$ cat config.mk
export PLATFORM = sky130hd
export DESIGN_NAME = mult_share_arbiter
export DESIGN_NICKNAME = d
export VERILOG_FILES = /design/src/rtl/mult_share_arbiter.sv
export SDC_FILE = /design/constraint.sdc
export NUM_CORES = 2
export LEC_CHECK = 0
export ABC_AREA = 0
export BUFFER_PORTS_ARGS = -buffer_cell sky130_fd_sc_hd__buf_2
export CELL_PAD_IN_SITES_DETAIL_PLACEMENT = 1
export CELL_PAD_IN_SITES_GLOBAL_PLACEMENT = 1
export CORE_ASPECT_RATIO = 0.9
export CORE_UTILIZATION = 47
export CTS_CLUSTER_SIZE = 24
export DETAILED_ROUTE_END_ITERATION = 6
export GPL_ROUTABILITY_DRIVEN = 0
export PLACE_DENSITY_LB_ADDON = 0.1
export SLEW_MARGIN = 20
export SYNTH_ARGS = -nofsm -noshare
export SYNTH_HDL_FRONTEND = slang
export SYNTH_SLANG_ARGS = --single-unit
$ cat constraint.sdc
create_clock -name clk -period 9.1 [get_ports clk]
set_clock_uncertainty 0.2 [all_clocks]
set_input_delay 0 -clock clk [delete_from_list [all_inputs] [get_ports clk]]
set_output_delay 0 -clock clk [all_outputs]
set_load 0.005 [all_outputs]
$ cat src/rtl/mult_share_arbiter.sv
// Round-robin arbiter that shares one signed WIDTHxWIDTH Baugh-Wooley array
// multiplier between N_REQ requesters. A grant latches the winner's operands,
// the array settles for one full cycle, and the registered product is offered
// on a valid/ready result port tagged with the requester index.
//
// Handshakes: a transfer happens on a rising edge only when valid and ready
// are both high on that port. req_ready is combinational, at most one-hot, and
// never asserts for a requester whose req_valid is low; res_valid, res_prod and
// res_id are registered and stay stable until res_ready is seen high.

// Combinational signed multiplier built as a Baugh-Wooley partial-product
// array: sign-row/sign-column terms are inverted and two constant ones
// (at weights WIDTH and 2*WIDTH-1) restore the two's complement result.
module array_multiplier #(
    parameter int WIDTH = 25
) (
    input  logic [WIDTH-1:0]   a_i,
    input  logic [WIDTH-1:0]   b_i,
    output logic [2*WIDTH-1:0] p_o
);
    localparam int PW = 2 * WIDTH;

    logic [PW-1:0] acc;
    logic [PW-1:0] row;

    // Sum the WIDTH shifted partial-product rows plus the correction constant.
    always_comb begin
        acc         = '0;
        row         = '0;
        acc[WIDTH]  = 1'b1;
        acc[PW-1]   = 1'b1;
        for (int j = 0; j < WIDTH; j++) begin
            row = '0;
            for (int i = 0; i < WIDTH; i++) begin
                // Exactly one operand bit being a sign bit marks a negative-weight term.
                if ((i == WIDTH - 1) != (j == WIDTH - 1)) begin
                    row[i] = ~(a_i[i] & b_i[j]);
                end else begin
                    row[i] = a_i[i] & b_i[j];
                end
            end
            acc = acc + (row << j);
        end
    end

    assign p_o = acc;
endmodule

module mult_share_arbiter #(
    parameter int WIDTH = 25,
    parameter int N_REQ = 4,
    parameter int ID_W  = 2
) (
    input  logic                   clk,
    input  logic                   rst,
    input  logic [N_REQ-1:0]       req_valid,
    output logic [N_REQ-1:0]       req_ready,
    input  logic [N_REQ*WIDTH-1:0] req_a,
    input  logic [N_REQ*WIDTH-1:0] req_b,
    output logic                   res_valid,
    input  logic                   res_ready,
    output logic [2*WIDTH-1:0]     res_prod,
    output logic [ID_W-1:0]        res_id,
    output logic                   busy
);
    typedef enum logic [1:0] {
        IDLE = 2'd0,
        CALC = 2'd1,
        DONE = 2'd2
    } state_t;

    state_t               state_q;
    logic [WIDTH-1:0]     op_a_q;
    logic [WIDTH-1:0]     op_b_q;
    logic [ID_W-1:0]      id_q;
    logic [ID_W-1:0]      rr_ptr_q;
    logic [ID_W-1:0]      rr_ptr_d;
    logic [2*WIDTH-1:0]   res_prod_q;
    logic [ID_W-1:0]      res_id_q;
    logic                 res_valid_q;

    logic                 grant_found;
    logic [ID_W-1:0]      grant_idx;
    logic [ID_W:0]        scan_idx;
    logic                 grant_en;
    logic [WIDTH-1:0]     sel_a;
    logic [WIDTH-1:0]     sel_b;
    logic [2*WIDTH-1:0]   mult_p;

    // Round-robin search: first valid requester starting at rr_ptr, wrapping mod N_REQ.
    always_comb begin
        grant_found = 1'b0;
        grant_idx   = '0;
        scan_idx    = '0;
        for (int k = 0; k < N_REQ; k++) begin
            scan_idx = {1'b0, rr_ptr_q} + (ID_W + 1)'(k);
            if (scan_idx >= (ID_W + 1)'(N_REQ)) begin
                scan_idx = scan_idx - (ID_W + 1)'(N_REQ);
            end
            if (!grant_found && req_valid[scan_idx[ID_W-1:0]]) begin
                grant_found = 1'b1;
                grant_idx   = scan_idx[ID_W-1:0];
            end
        end
    end

    // Grants happen in IDLE, or in DONE when the pending result is being taken (back-to-back).
    always_comb begin
        grant_en  = grant_found && !rst &&
                    ((state_q == IDLE) || ((state_q == DONE) && res_ready));
        req_ready = '0;
        if (grant_en) begin
            req_ready[grant_idx] = 1'b1;
        end
    end

    // Winner's operand slice and the pointer value that follows this grant.
    always_comb begin
        sel_a    = req_a[grant_idx * WIDTH +: WIDTH];
        sel_b    = req_b[grant_idx * WIDTH +: WIDTH];
        rr_ptr_d = (grant_idx == ID_W'(N_REQ - 1)) ? '0 : grant_idx + 1'b1;
    end

    array_multiplier #(
        .WIDTH (WIDTH)
    ) u_mult (
        .a_i (op_a_q),
        .b_i (op_b_q),
        .p_o (mult_p)
    );

    // Controller FSM: latch on grant, capture the settled product, hold until accepted.
    always_ff @(posedge clk) begin
        if (rst) begin
            state_q     <= IDLE;
            op_a_q      <= '0;
            op_b_q      <= '0;
            id_q        <= '0;
            rr_ptr_q    <= '0;
            res_prod_q  <= '0;
            res_id_q    <= '0;
            res_valid_q <= 1'b0;
        end else begin
            case (state_q)
                IDLE: begin
                    if (grant_en) begin
                        op_a_q   <= sel_a;
                        op_b_q   <= sel_b;
                        id_q     <= grant_idx;
                        rr_ptr_q <= rr_ptr_d;
                        state_q  <= CALC;
                    end
                end
                CALC: begin
                    res_prod_q  <= mult_p;
                    res_id_q    <= id_q;
                    res_valid_q <= 1'b1;
                    state_q     <= DONE;
                end
                DONE: begin
                    if (res_ready) begin
                        res_valid_q <= 1'b0;
                        if (grant_en) begin
                            op_a_q   <= sel_a;
                            op_b_q   <= sel_b;
                            id_q     <= grant_idx;
                            rr_ptr_q <= rr_ptr_d;
                            state_q  <= CALC;
                        end else begin
                            state_q  <= IDLE;
                        end
                    end
                end
                default: begin
                    state_q <= IDLE;
                end
            endcase
        end
    end

    assign res_valid = res_valid_q;
    assign res_prod  = res_prod_q;
    assign res_id    = res_id_q;
    assign busy      = (state_q != IDLE);
endmodule

==> flow_metrics.py <==
metrics = {
    "detailed_routing": {
        "ant_nets": 0,
        "wl_per_cell_um": 23.2,
        "wl_um": 93900,
        "vias_per_cell": 5.57,
        "drt_pass1_iterations": 5,
        "first_iter_violations": 1316,
        "drc": 0,
        "route.vias.total": 22600,
    },
    "yosys": {
        "synth_compound_area_frac": 0.0707,
        "synthAdderAreaFrac": 0.505,
        "ys_types": 64,
        "mappedNetlistArea_mm2": 0.0254,
        "syn_avg_cell_area_um2": 8.26,
        "synth_xor_area_frac": 0.00932,
        "ys_seq_area_frac": 0.0860,
        "synth-simple-area-share": 0.222,
        "syn-num-nets": 3984,
        "synth_top_family_by_area": "adder cells",
        "syn_inst": 3071,
        "ys_ff_latch": 109,
        "yosysWarnings": 0,
        "muxShareOfSynthArea": 0.00118,
        "synth_top_flop_cell": "dfxtp_1",
        "async_reset_ff_frac": 0,
        "synth_edf_count": 0,
    },
    "placed_design": {
        "dpl.hpwl_um": 71600,
        "port_buffers": 264,
        "dp_cells": 3906,
    },
    "timing": {
        "timing.hold.ws_ns": 0.0241,
        "relSlewSlack": 0.179,
        "period_share": 0.886,
        "worst_slew_pin_slew_ns": 1.23,
        "hold_viol": 0,
        "drv_slew": 0,
        "fmax_ghz": 0.124,
        "rsz0062_at_grt": "no",
        "setup_viol": 0,
        "fin_crit_ns": 8.07,
        "finalSetupTns_ns": 0,
    },
    "global_route": {
        "grt_pass1_wl_um": 145000,
        "antenna_found_initial": 3,
        "grt_pass1_vias": 25600,
        "grt_usage": 0.351,
        "grt_max_degree": 108,
        "grt-ovfl-total": 0,
    },
    "critical_path": {
        "crit_type": "flop to flop",
        "r2r_slack_ns": 1.03,
        "r2r-end": "res_prod[44]$_SDFFE_PP0P_",
        "timing.rr.start": "op_a_q[20]$_SDFFE_PP0P_",
        "endpoint": "res_prod[44]$_SDFFE_PP0P_",
        "worstPathArrival_ns": 8.16,
        "required_ns": 9.19,
        "end_kind": "flop",
        "crit_path_start": "op_a_q[20]$_SDFFE_PP0P_",
        "crit_fanout": 14,
        "startpoint_type": "flop",
        "r2r_cells": 21,
    },
    "clock_tree": {
        "h-tree-depth": 3,
        "clock-root-buffer": "clkbuf_16",
        "clock_sinks": 109,
        "cts_tree": "built",
        "tritoncts.num_buffers": 9,
        "post-cts-setup-buffers": 0,
        "clock_path_buffers": 2,
        "path_clk_slew_ns": 0.10,
        "clock_latency_ns": 0.41,
    },
    "floorplanning": {
        "die_h_um": 222,
        "core_mm2": 0.0532,
        "die-area_mm2": 0.0549,
        "die_w_um": 247,
        "start_util": 0.477,
        "rows": 80,
        "io_pins": 265,
    },
    "final_layout": {
        "areaGrowthSynthToFinish_pct": 14.1,
        "seq_area_mm2": 0.00218,
        "final_nets": 4263,
        "layout_common_cells": "nand2_1 (702), fa_1 (531), inv_1 (522), and2_1 (279), buf_2 (264)",
        "finalNonFillerCells": 4052,
        "antennaDiodeCount": 0,
        "drive_gt1_frac": 0.110,
        "utilization": 0.545,
        "layout_commonest_cell": "nand2_1",
        "multiInputGateArea_mm2": 0.0205,
        "fillers": 6459,
    },
    "run": {
        "drv_cap": 0,
    },
    "worst_hold_path": {
        "hold_class": "primary input to flop",
    },
    "outcome": {
        "status": "completed",
    },
}
synthesized netlist by cell type, types with 3 or more instances:
cell type	n	area share
a211oi_1	8	0.0024
a21o_1	16	0.0047
a21oi_1	79	0.016
a311oi_1	4	0.0014
a31oi_1	9	0.0022
and2_1	279	0.069
and3_1	6	0.0015
and4_1	3	0.0010
buf_1	10	0.0015
buf_2	7	0.0014
clkbuf_1	171	0.025
dfxtp_1	109	0.086
fa_1	531	0.42
ha_1	175	0.086
inv_1	524	0.078
mux2i_1	3	0.0012
nand2_1	702	0.10
nand2b_1	3	0.00074
nand3_1	131	0.026
nand4_1	16	0.0039
nor2_1	31	0.0046
nor2b_1	6	0.0015
nor3_1	16	0.0032
nor4_1	4	0.00099
o211ai_1	4	0.0012
o21a_1	4	0.0012
o21ai_0	132	0.026
o21ai_1	3	0.00059
o21bai_1	7	0.0021
o22ai_1	4	0.00099
or3_1	6	0.0015
xnor2_1	20	0.0069
xor2_1	7	0.0024
layout make-up:
| type | count | area share |
|---|---|---|
| multi-input combinational | 2249 | 0.709 |
| timing repair buffer | 457 | 0.107 |
| inverter | 524 | 0.0679 |
| clock buffer | 10 | 0.00825 |
| clock inverter | 6 | 0.00229 |
| tap | 697 | 0.0301 |
| sequential | 109 | 0.0754 |
metal layers:
layer  vias to the layer above  GRT usage  share of wire
met2                       905      0.596           0.49
met5                         -          0              0
li1                       9870          -              -
met4                         0      0.172          0.053
met1                     11600      0.434           0.39
met3                       220     0.0498          0.065
kinds of logic (layout without fill, tap and decap cells):
logic type,after synthesis,in the layout
buf+inv,713,997
mux,3,3
flops,109,109
simple gates,1216,1216
xor+xnor,27,27
compound gates,297,297
fa+ha+maj,706,706
metrics by stage:
step / instance area [um2] / setup WS [ns]
2_1_floorplan: 25400 / 2.48
3_3_place_gp: 27300 / 1.32
3_5_place_dp: 27400 / 1.28
4_1_cts: 29000 / 1.24
5_1_grt: 29000 / 0.757
6_report: 29000 / 1.03
state kept, by name, summed over array words and instances (netlist names):
register	count
res_valid	1
rr_ptr_q	2
id_q	2
state_q	2
res_id	2
op_a_q	25
op_b_q	25
res_prod	50
worst min-delay path by stage:
stage | startpoint | endpoint | cells past startpoint
final | req_a[25] | op_a_q[0]$_SDFFE_PP0P_ | 5
after global routing | req_a[26] | op_a_q[1]$_SDFFE_PP0P_ | 5
after CTS | req_a[25] | op_a_q[0]$_SDFFE_PP0P_ | 5
after detailed placement | res_ready | state_q[1]$_SDFFE_PP0P_ | 4
after global placement | res_ready | state_q[1]$_SDFFE_PP0P_ | 4
after floorplan | res_ready | state_q[1]$_SDFFE_PP0P_ | 3
repair_timing:
item | 4_1_cts | 5_1_grt
hold buffers | 130 | 0
endpoints found under the setup margin | 0 | 0
resized for setup | 0 | 0
hold endpoints to repair | 48 | 0
worst max-delay path, cell delays in order (launching register included):
cell	delay, ns
dfxtp_1	0.91
buf_4	0.38
nand2_1	0.13
fa_1	0.59
inv_1	0.06
fa_1	0.49
inv_1	0.07
fa_1	0.54
inv_1	0.06
fa_1	0.50
fa_1	0.58
fa_1	0.44
fa_1	0.50
ha_1	0.47
nand2_1	0.17
nor4_1	0.34
nand4_1	0.19
a31oi_1	0.47
o31ai_2	0.15
o21ai_2	0.26
a311oi_1	0.15
a211o_1	0.29
Power is left out: the tool's default activity adds up to more than one toggle a clock period on the data nets, which glitch-free logic cannot reach.
